===== config.mk =====
export PLATFORM = sky130hd
export DESIGN_NAME = alien_march_ctrl
export DESIGN_NICKNAME = d
export VERILOG_FILES = /design/src/rtl/invaders_pkg.sv /design/src/rtl/march_timer.sv /design/src/rtl/alien_march_ctrl.sv
export SDC_FILE = /design/constraint.sdc
export NUM_CORES = 1
export LEC_CHECK = 0
export ABC_AREA = 0
export BUFFER_PORTS_ARGS = -buffer_cell sky130_fd_sc_hd__buf_4
export CORE_MARGIN = 5
export CORE_UTILIZATION = 32
export CTS_BUF_LIST = sky130_fd_sc_hd__clkbuf_8
export DETAILED_ROUTE_END_ITERATION = 6
export MAX_ROUTING_LAYER = met4
export PLACE_DENSITY = 0.49
export SETUP_SLACK_MARGIN = 0.02
export SLEW_MARGIN = 40
export SYNTH_ARGS = -nofsm -noshare
export SYNTH_HDL_FRONTEND = slang
export SYNTH_HIERARCHICAL = 1
export SYNTH_SLANG_ARGS = --single-unit

===== constraint.sdc =====
create_clock -name clk -period 3.15 [get_ports clk]
set_input_delay 0.1575 -clock clk [delete_from_list [all_inputs] [get_ports clk]]
set_output_delay 0.1575 -clock clk [all_outputs]
set_load 0.005 [all_outputs]

===== src/rtl/invaders_pkg.sv =====
// Shared definitions for the alien formation march logic.
//   - march_state_e : formation controller state encoding
//   - DEF_*         : default playfield geometry and timing constants
//   - step_period() : frames between formation moves for a given alive count
package invaders_pkg;

  typedef enum logic [1:0] {
    ST_IDLE   = 2'd0,
    ST_WAIT   = 2'd1,
    ST_STEP   = 2'd2,
    ST_LANDED = 2'd3
  } march_state_e;

  localparam int DEF_X_WIDTH      = 10;
  localparam int DEF_Y_WIDTH      = 9;
  localparam int DEF_COL_PITCH    = 16;
  localparam int DEF_ALIEN_W      = 12;
  localparam int DEF_X_MIN        = 8;
  localparam int DEF_X_MAX        = 631;
  localparam int DEF_X_START      = 100;
  localparam int DEF_Y_START      = 64;
  localparam int DEF_STEP_X       = 2;
  localparam int DEF_STEP_Y       = 8;
  localparam int DEF_Y_LIMIT      = 400;
  localparam int DEF_MIN_PERIOD   = 1;
  localparam int DEF_PERIOD_SHIFT = 2;

  // Frame counter width: 63 >> 2 = 15, plus a base of 1, still fits in 5 bits.
  localparam int CNT_W = 5;

  // Fewer aliens -> shorter period -> faster march.
  function automatic logic [CNT_W-1:0] step_period(input logic [5:0] alive,
                                                   input int        min_period,
                                                   input int        shift);
    step_period = CNT_W'(min_period) + CNT_W'(alive >> shift);
  endfunction

endpackage


===== src/rtl/march_timer.sv =====
// Frame-period counter with a run-time terminal count.
// Ports:
//   clk, rst_n : clock, asynchronous active-low reset
//   tick       : count one frame (qualified by the caller)
//   period     : number of ticks per done pulse (must be >= 1)
//   clear      : synchronous clear, wins over tick
//   done       : combinational strobe, high on the terminal tick
module march_timer
  import invaders_pkg::*;
#(
  parameter int CW = CNT_W
) (
  input  logic          clk,
  input  logic          rst_n,
  input  logic          tick,
  input  logic [CW-1:0] period,
  input  logic          clear,
  output logic          done
);

  logic [CW-1:0] cnt_r;

  // Terminal tick: the one that completes the current period.
  always_comb begin
    done = tick & (cnt_r == (period - CW'(1)));
  end

  // Frame counter: clear, wrap on terminal tick, otherwise count ticks.
  always_ff @(posedge clk or negedge rst_n) begin
    if (!rst_n) begin
      cnt_r <= '0;
    end else if (clear) begin
      cnt_r <= '0;
    end else if (done) begin
      cnt_r <= '0;
    end else if (tick) begin
      cnt_r <= cnt_r + CW'(1);
    end else begin
      cnt_r <= cnt_r;
    end
  end

endmodule


===== src/rtl/alien_march_ctrl.sv =====
// Alien formation march controller.
// Counts video frames and moves the formation one step every period frames,
// where the period shrinks as aliens die. On reaching a playfield edge the
// formation drops a row and reverses; at the landing row it stops for good
// until restarted.
// Ports:
//   clk, rst_n            : clock, asynchronous active-low reset
//   frame_tick            : one pulse per video frame
//   enable                : 0 pauses the march
//   restart               : synchronous re-initialisation (highest priority)
//   alive_count           : living aliens, 0..55 (0 freezes the march)
//   left_col, right_col   : outermost living columns, 0..10
//   x_off, y_off          : formation origin in pixels
//   dir                   : 1 = marching right
//   anim_frame            : sprite frame, toggles on every move
//   step_pulse            : one-cycle pulse on every move
//   landed                : formation reached the landing row
module alien_march_ctrl
  import invaders_pkg::*;
#(
  parameter int X_WIDTH      = DEF_X_WIDTH,
  parameter int Y_WIDTH      = DEF_Y_WIDTH,
  parameter int COL_PITCH    = DEF_COL_PITCH,
  parameter int ALIEN_W      = DEF_ALIEN_W,
  parameter int X_MIN        = DEF_X_MIN,
  parameter int X_MAX        = DEF_X_MAX,
  parameter int X_START      = DEF_X_START,
  parameter int Y_START      = DEF_Y_START,
  parameter int STEP_X       = DEF_STEP_X,
  parameter int STEP_Y       = DEF_STEP_Y,
  parameter int Y_LIMIT      = DEF_Y_LIMIT,
  parameter int MIN_PERIOD   = DEF_MIN_PERIOD,
  parameter int PERIOD_SHIFT = DEF_PERIOD_SHIFT
) (
  input  logic               clk,
  input  logic               rst_n,
  input  logic               frame_tick,
  input  logic               enable,
  input  logic               restart,
  input  logic [5:0]         alive_count,
  input  logic [3:0]         left_col,
  input  logic [3:0]         right_col,
  output logic [X_WIDTH-1:0] x_off,
  output logic [Y_WIDTH-1:0] y_off,
  output logic               dir,
  output logic               anim_frame,
  output logic               step_pulse,
  output logic               landed
);

  // Edge arithmetic is widened so the column offset can never wrap.
  localparam int EW = X_WIDTH + 4;

  march_state_e       state_r;
  march_state_e       state_nxt_s;
  logic [X_WIDTH-1:0] x_nxt_s;
  logic [Y_WIDTH-1:0] y_nxt_s;
  logic               dir_nxt_s;
  logic               anim_nxt_s;
  logic               pulse_nxt_s;
  logic               landed_nxt_s;

  logic [CNT_W-1:0]   period_s;
  logic               timer_tick_s;
  logic               timer_clear_s;
  logic               timer_done_s;
  logic [EW-1:0]      edge_l_s;
  logic [EW-1:0]      edge_r_s;
  logic               edge_hit_s;

  // Timer qualification lives outside the FSM process so its done strobe
  // feeds next-state logic without a combinational loop. A dead formation
  // (alive_count == 0) never ticks, so the counter simply holds.
  always_comb begin
    period_s      = step_period(alive_count, MIN_PERIOD, PERIOD_SHIFT);
    timer_tick_s  = (state_r == ST_WAIT) & enable & frame_tick & (alive_count != 6'd0);
    timer_clear_s = restart | ~((state_r == ST_WAIT) & enable);
  end

  march_timer #(
    .CW (CNT_W)
  ) u_timer (
    .clk    (clk),
    .rst_n  (rst_n),
    .tick   (timer_tick_s),
    .period (period_s),
    .clear  (timer_clear_s),
    .done   (timer_done_s)
  );

  // Outer pixel edges of the living formation and the edge-hit decision.
  always_comb begin
    edge_l_s   = EW'(x_off) + EW'(left_col) * EW'(COL_PITCH);
    edge_r_s   = EW'(x_off) + EW'(right_col) * EW'(COL_PITCH) + EW'(ALIEN_W - 1);
    if (dir) begin
      edge_hit_s = (edge_r_s + EW'(STEP_X)) > EW'(X_MAX);
    end else begin
      edge_hit_s = edge_l_s < EW'(X_MIN + STEP_X);
    end
  end

  // Next-state and next-output logic. The move is computed on the terminal
  // tick so the new position and step_pulse are visible during STEP.
  always_comb begin
    state_nxt_s  = state_r;
    x_nxt_s      = x_off;
    y_nxt_s      = y_off;
    dir_nxt_s    = dir;
    anim_nxt_s   = anim_frame;
    pulse_nxt_s  = 1'b0;
    landed_nxt_s = landed;
    if (restart) begin
      state_nxt_s  = ST_IDLE;
      x_nxt_s      = X_WIDTH'(X_START);
      y_nxt_s      = Y_WIDTH'(Y_START);
      dir_nxt_s    = 1'b1;
      anim_nxt_s   = 1'b0;
      landed_nxt_s = 1'b0;
    end else begin
      case (state_r)
        ST_IDLE: begin
          if (enable) begin
            state_nxt_s = ST_WAIT;
          end else begin
            state_nxt_s = ST_IDLE;
          end
        end
        ST_WAIT: begin
          if (!enable) begin
            state_nxt_s = ST_IDLE;
          end else if (timer_done_s) begin
            state_nxt_s = ST_STEP;
            pulse_nxt_s = 1'b1;
            anim_nxt_s  = ~anim_frame;
            if (edge_hit_s) begin
              y_nxt_s   = y_off + Y_WIDTH'(STEP_Y);
              dir_nxt_s = ~dir;
            end else if (dir) begin
              x_nxt_s = x_off + X_WIDTH'(STEP_X);
            end else begin
              x_nxt_s = x_off - X_WIDTH'(STEP_X);
            end
          end else begin
            state_nxt_s = ST_WAIT;
          end
        end
        ST_STEP: begin
          if (y_off >= Y_WIDTH'(Y_LIMIT)) begin
            state_nxt_s  = ST_LANDED;
            landed_nxt_s = 1'b1;
          end else begin
            state_nxt_s = ST_WAIT;
          end
        end
        ST_LANDED: begin
          state_nxt_s  = ST_LANDED;
          landed_nxt_s = 1'b1;
        end
        default: begin
          state_nxt_s = ST_IDLE;
        end
      endcase
    end
  end

  // State and registered outputs; reset loads the restart position.
  always_ff @(posedge clk or negedge rst_n) begin
    if (!rst_n) begin
      state_r    <= ST_IDLE;
      x_off      <= X_WIDTH'(X_START);
      y_off      <= Y_WIDTH'(Y_START);
      dir        <= 1'b1;
      anim_frame <= 1'b0;
      step_pulse <= 1'b0;
      landed     <= 1'b0;
    end else begin
      state_r    <= state_nxt_s;
      x_off      <= x_nxt_s;
      y_off      <= y_nxt_s;
      dir        <= dir_nxt_s;
      anim_frame <= anim_nxt_s;
      step_pulse <= pulse_nxt_s;
      landed     <= landed_nxt_s;
    end
  end

endmodule


# Word level (Yosys, flattened, before mapping)
# Cells that the tools add are included.
# classes
add_sub_neg	10
magnitude_cmp	3
n_eq_ne	6
mux	37
bitwise_logic	8
reduce_logical	12
# op_table
cell	n
$mux W10	6
$mux W9	5
$add A10 B8 Y11	2
$mux W1	17
$mux W5	3
$add A12 B2 Y13 const B	1
$gt A13 B10 Y1 const B	1
$add A11 B4 Y12 const B	1
$lt A11 B4 Y1 const B	1
$add A10 B2 Y10 const B	1
$sub A10 B2 Y10 const B	1
$add A9 B4 Y9 const B	1
$ge A9 B9 Y1 const B	1
$mux W2	4
$pmux W2 S4	1
$reduce_and A4 Y1	2
$reduce_bool A2 Y1	4
$reduce_bool A3 Y1	2
$reduce_bool A6 Y1	1
$add A1 B4 Y5 const A	1
$add A5 B1 Y5 const B	1
$eq A5 B5 Y1	1
$sub A5 B1 Y5 const B	1
$and A1 B1 Y1	4
10 further kinds	13
# word_totals
ff_bits	30
input_bits	19
out_inout_bits	23
wordCells	84

# Logic depth before layout (Yosys ltp)
# Gate-level depths: netlist of the first run.
# logic_depth
depth_word	10
ltp_mapped	14
depth_no_buf	13

# Modules after synthesis
# Netlist of the first run, hierarchy kept.
# by_module_without_submodules
module	instances	cells_per_inst	area_per_inst_um2	seq_area_each_um2
alien_march_ctrl	1	201	1803.0	531.8
march_timer	1	41	379.1	125.1

# Worst setup path after synthesis of the first run
# Ideal clock, no wire load.
# synth_timing
path_type	reg-to-reg
startpoint	register x_off[5]
endpoint	register y_off[8]
setup_ps	125
t_arrival_ps	2670
required_time_ps	3025
slack_ps	355
stages_incl_launch_ff	10
n_path_buf	1
synth_period_minus_slack_ps	2795
cell_sequence	dfstp_2 > inv_1 > fa_1 > a2111oi_0 > o2111ai_1 > and2_0 > a221o_1 > buf_6 > nor3_1 > mux2_2
# synth_via
elab_chain_len	7
elab_cells_between_ends	9
cone_classes	add/sub: 4; order compare: 2; mux: 1; reduce/logical: 2
# synth_rtl
element	line	text
start, declared	alien_march_ctrl.sv:43	output logic [X_WIDTH-1:0] x_off,
start signal, assigned	alien_march_ctrl.sv:170	x_off <= X_WIDTH'(X_START);
start signal, assigned	alien_march_ctrl.sv:178	x_off <= x_nxt_s;
$add A10 B8 Y11	alien_march_ctrl.sv:94	edge_r_s = EW'(x_off) + EW'(right_col) * EW'(COL_PITCH) + EW'(ALIEN_W - 1);
$add A11 B4 Y12	alien_march_ctrl.sv:94	
$add A12 B2 Y13	alien_march_ctrl.sv:96	edge_hit_s = (edge_r_s + EW'(STEP_X)) > EW'(X_MAX);
$gt A13 B10 Y1	alien_march_ctrl.sv:96	
$mux W1 (*)	alien_march_ctrl.sv:95	if (dir) begin
$reduce_bool A2 Y1 (no source line) (*)	--	
$reduce_and A4 Y1 (no source line) (*)	--	
end signal, assigned	alien_march_ctrl.sv:171	y_off <= Y_WIDTH'(Y_START);
end signal, assigned	alien_march_ctrl.sv:179	y_off <= y_nxt_s;
end, declared	alien_march_ctrl.sv:44	output logic [Y_WIDTH-1:0] y_off,
# Mark *: on every way between the ends. The rest lies on a longest branch, timed or not.
# A chain may end at the register's enable or synchronous reset.

# Worst setup path after layout of the first run
# Ends and elaborated chain as after synthesis.

==> impl_metrics.yaml, run 1 <==
status:
  outcome: "finished, final reports clean"
placement:
  dp_hpwl_mm: 4.00
  place_area_sq_um: 2560
  dp.cells: 359
  place_congestion: 0.740
  port-buffer-count: 37
  dp_slack_ps: 137
layout:
  num-nets-final: 329
  diodes: 0
  drive_gt1_frac: 0.218
  final_cell_mix: "buf_4, nor2_1, ha_1, dfrtp_1, inv_1"
  syn2layout_area_growth_pct: 21.3
  post-route-util: 0.394
  final_common_cell: "buf_4"
  finish.instance_area_sq_um: 2650
  final-instance-count-excl-fill: 364
detailed_routing:
  vias: 1797
  drc: 0
  via_per_inst: 4.94
  post_drt_wl_per_cell_um: 13.9
  drt_iter0_drc: 65
  ant_nets: 0
  wl_mm: 5.07
  first_pass_iters: 4
critical_path:
  path_cells: "inv_1, fa_1, nor4b_1, o2111ai_1, and2_0, a221o_2, nor3_1, mux2_2"
  end_kind: "register"
  path_class: "reg -> reg"
  worstPathMaxFanout: 10
  slowest_delay_ps: 600
  critPathArrivalTime_ps: 3140
  startpoint_type: "register"
  reg2reg_depth: 8
  cpMaxStageDelayCell: "dfstp_2"
  required_ps: 3320
grt:
  grt_pass1_wl_mm: 8.56
  grt_pass1_vias: 1717
  grt_usage: 0.127
  antenna_found_initial: 0
  grt_max_degree: 27
  grt_overflow_total: 0
yosys:
  yosys_warnings: 6
  synth_top_family_by_area: "simple AND/OR/NAND/NOR gates"
  synth-simple-area-share: 0.186
  synth_fa_ha_area_frac: 0.150
  ys_ff_latch: 26
  synth_mux_area_frac: 0.0338
  synth-async-reset-ratio: 1.00
  synth-xor-area-share: 0.0963
  synth_flop_cell: "dfrtp_1"
  synth_compound_area_frac: 0.177
  synth_cell_types: 55
  syn_area_sq_um: 2180
  synth_edf_count: 0
  ys_top_cells_by_area: "dfrtp_1, ha_1, dfstp_2"
  syn_avg_cell_area_sq_um: 9.02
  synthCells: 242
  ys_seq_area_frac: 0.301
  synth_top_area_cell: "dfrtp_1"
  yosysTopAreaCellShare: 0.241
power:
  power_leakage_nw: 1.25
  p_sw_mw: 0.170
  power.density_nw_per_um2: 272
  p_seq_frac: 0.467
  switching_share: 0.236
  pwr-share-comb: 0.137
  ir_drop_mv: 0.138
  clockPowerShare: 0.396
  intPower_mw: 0.549
floorplan:
  pin_count: 42
  die_x_um: 92.6
  fp.coreArea_sq_um: 6720
  die_area_sq_um: 8570
  row_count: 30
  start_util: 0.325
  die_y_um: 92.6
timing:
  slew_violations: 0
  tns_ps: 0
  finalHoldViolCount: 0
  fin_crit_sh: 0.942
  maxClockFrequency_ghz: 0.337
  setup_viol_count_final: 0
  postLayoutSetupSlackWorst_ps: 183
  clock_skew_ps: 4.52
  rsz0062_at_grt: "false"
  min_period_ps: 2970
clock_network:
  postCtsSetupBuffers: 0
  ctsLongestPathBuffers: 2
  clkLatencyLatePin_ps: 280
  root_buffer: "clkbuf_8"
  h-tree-depth: 1
  cts_tree: "built"
  cts.reportedPaths.clkPinSlew_ps: 100
  cts-buffers-inserted: 3
  cts_sinks: 26
min_path:
  hold_path_depth: 3
  min_path_type: "in -> reg"
flow_run:
  cap_viol_max_count: 0
[registers in the layout, summed over array words and instances (netlist names)]
name           count
u_timer/cnt_r      5
anim_frame         1
state_r            2
step_pulse         1
landed             1
x_off              9
dir                1
y_off              6
[final timing paths]
path                       slack [ps]     start         end
hold reg to reg                   520    landed      landed
setup / recovery                  180  x_off[5]    y_off[8]
min in group asynchronous         330     rst_n    x_off[1]
setup reg to reg                  180  x_off[5]    y_off[8]
hold / removal                    150    enable  state_r[0]
max in group asynchronous        2520     rst_n    y_off[6]
[power groups by stage]
stage	Clock (mW)	Combinational (mW)	Sequential, mW
5_1_grt	0.311	0.114	0.336
4_1_cts	0.296	0.0995	0.336
3_5_place_dp	0	0.0978	0.342
2_1_floorplan	0	0.0613	0.342
6_report	0.285	0.0986	0.336
3_3_place_gp	0	0.0971	0.342
[cell type report]
cell class	instances	area, sq um
fillers	693	4070
multi-input cells	194	1430
flip-flops and latches	26	657
repair buffers	44	333
well taps	80	100
inverters	16	60.1
clock buffers	3	41.3
clock inverters	1	30.0
[worst max-delay path, delay by kind of cell (launching register included)]
| kind | cells | cell delay [ps] |
|---|---|---|
| compound gates | 2 | 680 |
| simple gates | 3 | 660 |
| flops | 1 | 600 |
| fa+ha+maj | 1 | 490 |
| mux | 1 | 360 |
| buf+inv | 1 | 70 |
[synthesized netlist by cell type (5+ instances only)]
library cell and instances:
inv_1 16, nor2b_1 6, nand4_1 5, dfrtp_1 21, a21oi_1 10, ha_1 23, nor3_1 10, xor2_1 12
dfstp_2 5, nand2_1 12, nor2_1 27, xnor2_1 12, o21ai_0 9
[cells by family (layout without fill, tap and decap cells)]
logic type      count (synthesis)  after routing
fa+ha+maj                      25             25
simple gates                   81             81
buf+inv                        25             64
mux                             7              7
flops                          26             26
xor+xnor                       24             24
other cells                     1              4
compound gates                 53             53
[through the flow]
| step | total power [mW] | hold slack, ps |
|---|---|---|
| final | 0.719 | 145 |
| after global routing | 0.762 | 144 |
| after CTS | 0.731 | 137 |
| after detailed placement | 0.440 | 102 |
| after global placement | 0.439 | 98.0 |
| after floorplan | 0.403 | -138 |
[metal layers]
| metal | routed length [um] | track usage | share of wire | vias to the layer above |
|---|---|---|---|---|
| li1 | - | - | - | 945 |
| met4 | 47 | 0.0408 | 0.0093 | 0 |
| met5 | 0 | - | 0 | - |
| met3 | 207 | 0.0179 | 0.041 | 2 |
| met2 | 2180 | 0.184 | 0.43 | 31 |
| met1 | 2640 | 0.182 | 0.52 | 819 |
[repair_timing]
item	CTS	global route
hold buffers	1	0
hold endpoints to repair	21	0
gates resized for setup	0	3
setup endpoints to repair	0	3
Note: power is estimated with default switching activity, not from simulation.
==> run 2: changes to the inputs <==
- BUFFER_PORTS_ARGS: -buffer_cell sky130_fd_sc_hd__buf_4 -> -buffer_cell sky130_fd_sc_hd__buf_2
- TNS_END_PERCENT: unset -> 1
==> impl_metrics.yaml, run 2 (synthesis results as in run 1) <==
critical_path:
  path_class: "reg -> reg"
  r2r_setup_slack_ps: 150
  slowest_delay_ps: 600
  worst-path-buf-inv: 1
  required_ps: 3320
  critPathArrivalTime_ps: 3170
  cpLargestDelayFamily: "compound AO/OA/AOI/OAI gates"
  path_cells: "inv_1, fa_1, a2111oi_1, o2111ai_1, and2_0, a221o_2, nor3_1, mux2_2"
  worstPathMaxFanout: 10
  startpoint_type: "register"
  end_kind: "register"
  cpMaxStageDelayCell: "dfstp_2"
floorplan:
  row_count: 30
  pin_count: 42
  fp.coreArea_sq_um: 6720
  start_util: 0.325
  die_area_sq_um: 8570
  die_x_um: 92.6
  die_y_um: 92.6
layout:
  final_cell_mix: "buf_2, nor2_1, ha_1, dfrtp_1, inv_1"
  final_common_cell: "buf_2"
  num-nets-final: 330
  finish.instance_area_sq_um: 2560
  drive_gt1_frac: 0.218
  largest_reg_flops: 9
  syn2layout_area_growth_pct: 17.2
  diodes: 0
  reg_top3: "x_off: 9 flops, y_off: 6 flops, u_timer/cnt_r: 5 flops"
  top_register: "x_off"
timing:
  relSlewSlack: 0.580
  rsz0062_at_grt: "false"
  min_period_ps: 3000
  slew_violations: 0
  setup_viol_count_final: 0
  finalHoldViolCount: 0
  clock_skew_ps: 2.98
  maxClockFrequency_ghz: 0.333
  tns_ps: 0
  postLayoutSetupSlackWorst_ps: 149
  fin_crit_sh: 0.953
  tightest_slew_ps: 629
clock_network:
  cts-buffers-inserted: 3
  ctsLongestPathBuffers: 2
  h-tree-depth: 1
  clkLatencyLatePin_ps: 270
  postCtsSetupBuffers: 0
  cts.reportedPaths.clkPinSlew_ps: 100
  cts_sinks: 26
  root_buffer: "clkbuf_8"
  cts_tree: "built"
placement:
  dp_hpwl_mm: 3.97
  dp_slack_ps: 90.7
  port-buffer-count: 37
  place_congestion: 0.754
  place_area_sq_um: 2470
min_path:
  min_path_type: "in -> reg"
grt:
  antenna_found_initial: 0
  grt_pass1_wl_mm: 8.54
  grt_max_degree: 27
  grt_pass1_vias: 1775
  grt_usage: 0.125
  grt_overflow_total: 0
flow_run:
  cap_viol_max_count: 0
power:
  switching_share: 0.238
  pwr-share-comb: 0.128
  p_seq_frac: 0.471
  clockPowerShare: 0.401
  intPower_mw: 0.543
  power.density_nw_per_um2: 278
  p_sw_mw: 0.169
  power_leakage_nw: 1.23
  ir_drop_mv: 0.177
detailed_routing:
  drc: 0
  drt_iter0_drc: 54
  ant_nets: 0
  vias: 1868
  first_pass_iters: 4
  via_per_inst: 5.12
  post_drt_wl_per_cell_um: 13.8
  wl_mm: 5.05
status:
  outcome: "finished, final reports clean"
==> run 2: changes by cell type in the layout (fill, tap and decap cells not counted) <==
| cell | previous run | this run |
|---|---|---|
| a2111oi_2 | 1 | 0 |
| a2111oi_1 | 0 | 1 |
| buf_4 | 43 | 7 |
| buf_2 | 0 | 37 |
==> run 2: what timing repair did <==
item	4_1_cts	5_1_grt
resized for setup	0	2
hold endpoints to repair	21	0
setup endpoints to repair	0	1
hold buffers	1	0
==> run 2: power by group through the flow <==
stage	Combinational (mW)	Sequential (mW)	Clock [mW]
2_1_floorplan	0.0613	0.342	0
3_3_place_gp	0.0910	0.342	0
3_5_place_dp	0.0910	0.342	0
4_1_cts	0.0924	0.335	0.301
5_1_grt	0.105	0.336	0.308
6_report	0.0912	0.335	0.285
==> run 2: worst paths after layout <==
path                       startpoint  cells past startpoint                to
max                          x_off[5]                      8          y_off[8]
min                            enable                      3        state_r[0]
max reg2reg                  x_off[5]                      8          y_off[8]
min reg2reg                    landed                      2            landed
max in group asynchronous       rst_n                      2  u_timer/cnt_r[0]
min in group asynchronous       rst_n                      2          x_off[1]
==> run 2: worst register-to-register path, delay by kind of cell, from the launching register on <==
kind	cells	cell delay, ps
AO/OA/AOI/OAI	3	1030
buffers and inverters	1	80
AND/OR/NAND/NOR	2	430
flip-flops	1	600
adder cells (fa/ha/maj)	1	400
multiplexers	1	360
==> run 2: metrics by stage <==
step / instances / hold WS, ps / power [mW] / utilization
after global placement: 360 / 215 / 0.433 / 0.368
after detailed placement: 360 / 215 / 0.433 / 0.368
after floorplan: 245 / -138 / 0.403 / -
final: 365 / 140 / 0.712 / 0.381
after CTS: 365 / 133 / 0.728 / 0.380
after global routing: 365 / 160 / 0.749 / 0.381
==> run 2: routing by layer <==
layer,up-vias,track usage,share of wire
met2,34,0.190,0.44
met4,0,0.0334,0.0071
met3,2,0.0138,0.035
met5,-,-,0
li1,953,-,-
met1,879,0.177,0.52
==> run 2: area by class of cell <==
class	count	area, sq um
fill	708	4160
tap	80	100
multi-input combinational	194	1420
inverter	16	60.1
clock inverter	1	30.0
clock buffer	3	41.3
sequential	26	657
timing repair buffer	45	248
==> run 3: changes to the inputs <==
- PLACE_DENSITY: 0.49 -> unset
==> impl_metrics.yaml, run 3 (synthesis results as in run 1) <==
placement:
  dp_hpwl_mm: 3.91
  port-buffer-count: 37
  place_area_sq_um: 2470
  place_congestion: 0.842
layout:
  diodes: 0
  finish.instance_area_sq_um: 2560
  final_cell_mix: "buf_2, nor2_1, ha_1, dfrtp_1, inv_1"
  final_common_cell: "buf_2"
  top_register: "x_off"
  syn2layout_area_growth_pct: 17.1
  num-nets-final: 329
  post-route-util: 0.380
  drive_gt1_frac: 0.218
  multiInputGateArea_sq_um: 1430
  seqCellArea_sq_um: 657
  largest_reg_flops: 9
  reg_top3: "x_off: 9 flops, y_off: 6 flops, u_timer/cnt_r: 5 flops"
  fillerInstances: 686
detailed_routing:
  ant_nets: 0
  post_drt_wl_per_cell_um: 13.8
  first_pass_iters: 4
  vias: 1860
  wl_mm: 5.03
  via_per_inst: 5.11
  drt_iter0_drc: 99
  drc: 0
clock_network:
  postCtsSetupBuffers: 0
  ctsLongestPathBuffers: 2
  h-tree-depth: 1
  cts.reportedPaths.clkPinSlew_ps: 100
  cts_sinks: 26
  cts_tree: "built"
  root_buffer: "clkbuf_8"
  clkLatencyLatePin_ps: 280
  cts-buffers-inserted: 3
timing:
  worst_hold_slack_ps: 143
  finalHoldViolCount: 0
  slew_violations: 0
  setup_viol_count_final: 0
  maxClockFrequency_ghz: 0.334
  min_period_ps: 3000
  clock_skew_ps: 11.3
  relSlewSlack: 0.594
  tightest_slew_ps: 609
  fin_crit_sh: 0.952
critical_path:
  path_class: "reg -> reg"
  r2r_start: "x_off[5]"
  r2r_setup_slack_ps: 150
  crit_start: "x_off[5]"
  worstPathMaxFanout: 10
  end_kind: "register"
  startpoint_type: "register"
  cpMaxStageDelayCell: "dfstp_2"
  reg2reg_depth: 8
  reg2reg_to: "y_off[8]"
  slowest_delay_ps: 600
  path_cells: "inv_1, fa_1, a2111oi_1, o2111ai_1, and2_0, a221o_2, nor3_1, mux2_2"
  required_ps: 3320
  critPathArrivalTime_ps: 3170
floorplan:
  start_util: 0.325
  die_y_um: 92.6
  pin_count: 42
  die_area_sq_um: 8570
  die_x_um: 92.6
  row_count: 30
  fp.coreArea_sq_um: 6720
grt:
  grt_usage: 0.122
  grt_pass1_wl_mm: 8.40
  grt_max_degree: 27
  antenna_found_initial: 0
  grt_pass1_vias: 1759
  grt_overflow_total: 0
min_path:
  hold_path_depth: 3
  min_path_type: "in -> reg"
  worstHoldEndpoint: "state_r[0]"
  hp-start: "enable"
power:
  ir_drop_mv: 0.191
  power_leakage_nw: 1.23
  power.density_nw_per_um2: 277
flow_run:
  cap_viol_max_count: 0
status:
  outcome: "finished, final reports clean"
## run 3: how the worst max path moves through the flow
stage	cells past startpoint	to	slack (ps)
floorplan	9	y_off[8]	360
global placement	8	y_off[8]	160
detailed placement	8	y_off[8]	70
CTS	8	y_off[8]	60
global route	8	y_off[8]	-3
finish	8	y_off[8]	150
## run 3: metal layers
metal,GRT usage,part of all wire,up-vias
li1,-,-,948
met1,0.164,0.48,886
met2,0.201,0.49,22
met3,0.0106,0.020,4
met4,0.0297,0.0076,0
met5,-,0,-
## run 3: power by group
part / switching [mW] / total (mW) / internal [mW] / leakage (nW)
sequential: 0.000699 / 0.335 / 0.335 / 0.345
clock: 0.112 / 0.282 / 0.170 / 0.0357
combinational: 0.0538 / 0.0916 / 0.0378 / 0.849
total: 0.166 / 0.709 / 0.543 / 1.23
## run 3: layout make-up
cell class,count,area share
clock buffer,3,0.0162
clock inverter,1,0.0117
inverter,16,0.0235
multi-input combinational,194,0.558
sequential,26,0.257
tap,80,0.0392
timing repair buffer,44,0.0940
## run 3: worst max-delay path, delay by kind of cell (launching register included)
| kind | cells | cell delay [ps] |
|---|---|---|
| buffers and inverters | 1 | 70 |
| flip-flops | 1 | 600 |
| AO/OA/AOI/OAI | 3 | 1050 |
| multiplexers | 1 | 360 |
| adder cells (fa/ha/maj) | 1 | 400 |
| AND/OR/NAND/NOR | 2 | 430 |
## run 3: per-stage QoR
stage	setup TNS (ps)	instances	worst slack, ps	total power [mW]
floorplan	0	245	355	0.403
global route	-3.07	364	-3.07	0.740
detailed placement	0	359	72.5	0.432
global placement	0	359	161	0.431
finish	0	364	152	0.709
CTS	0	364	56.4	0.713
## run 3: what timing repair did
action	in CTS	in global routing
resized for setup	0	3
hold endpoints to repair	21	0
hold buffers	1	0
endpoints found under the setup margin	0	4
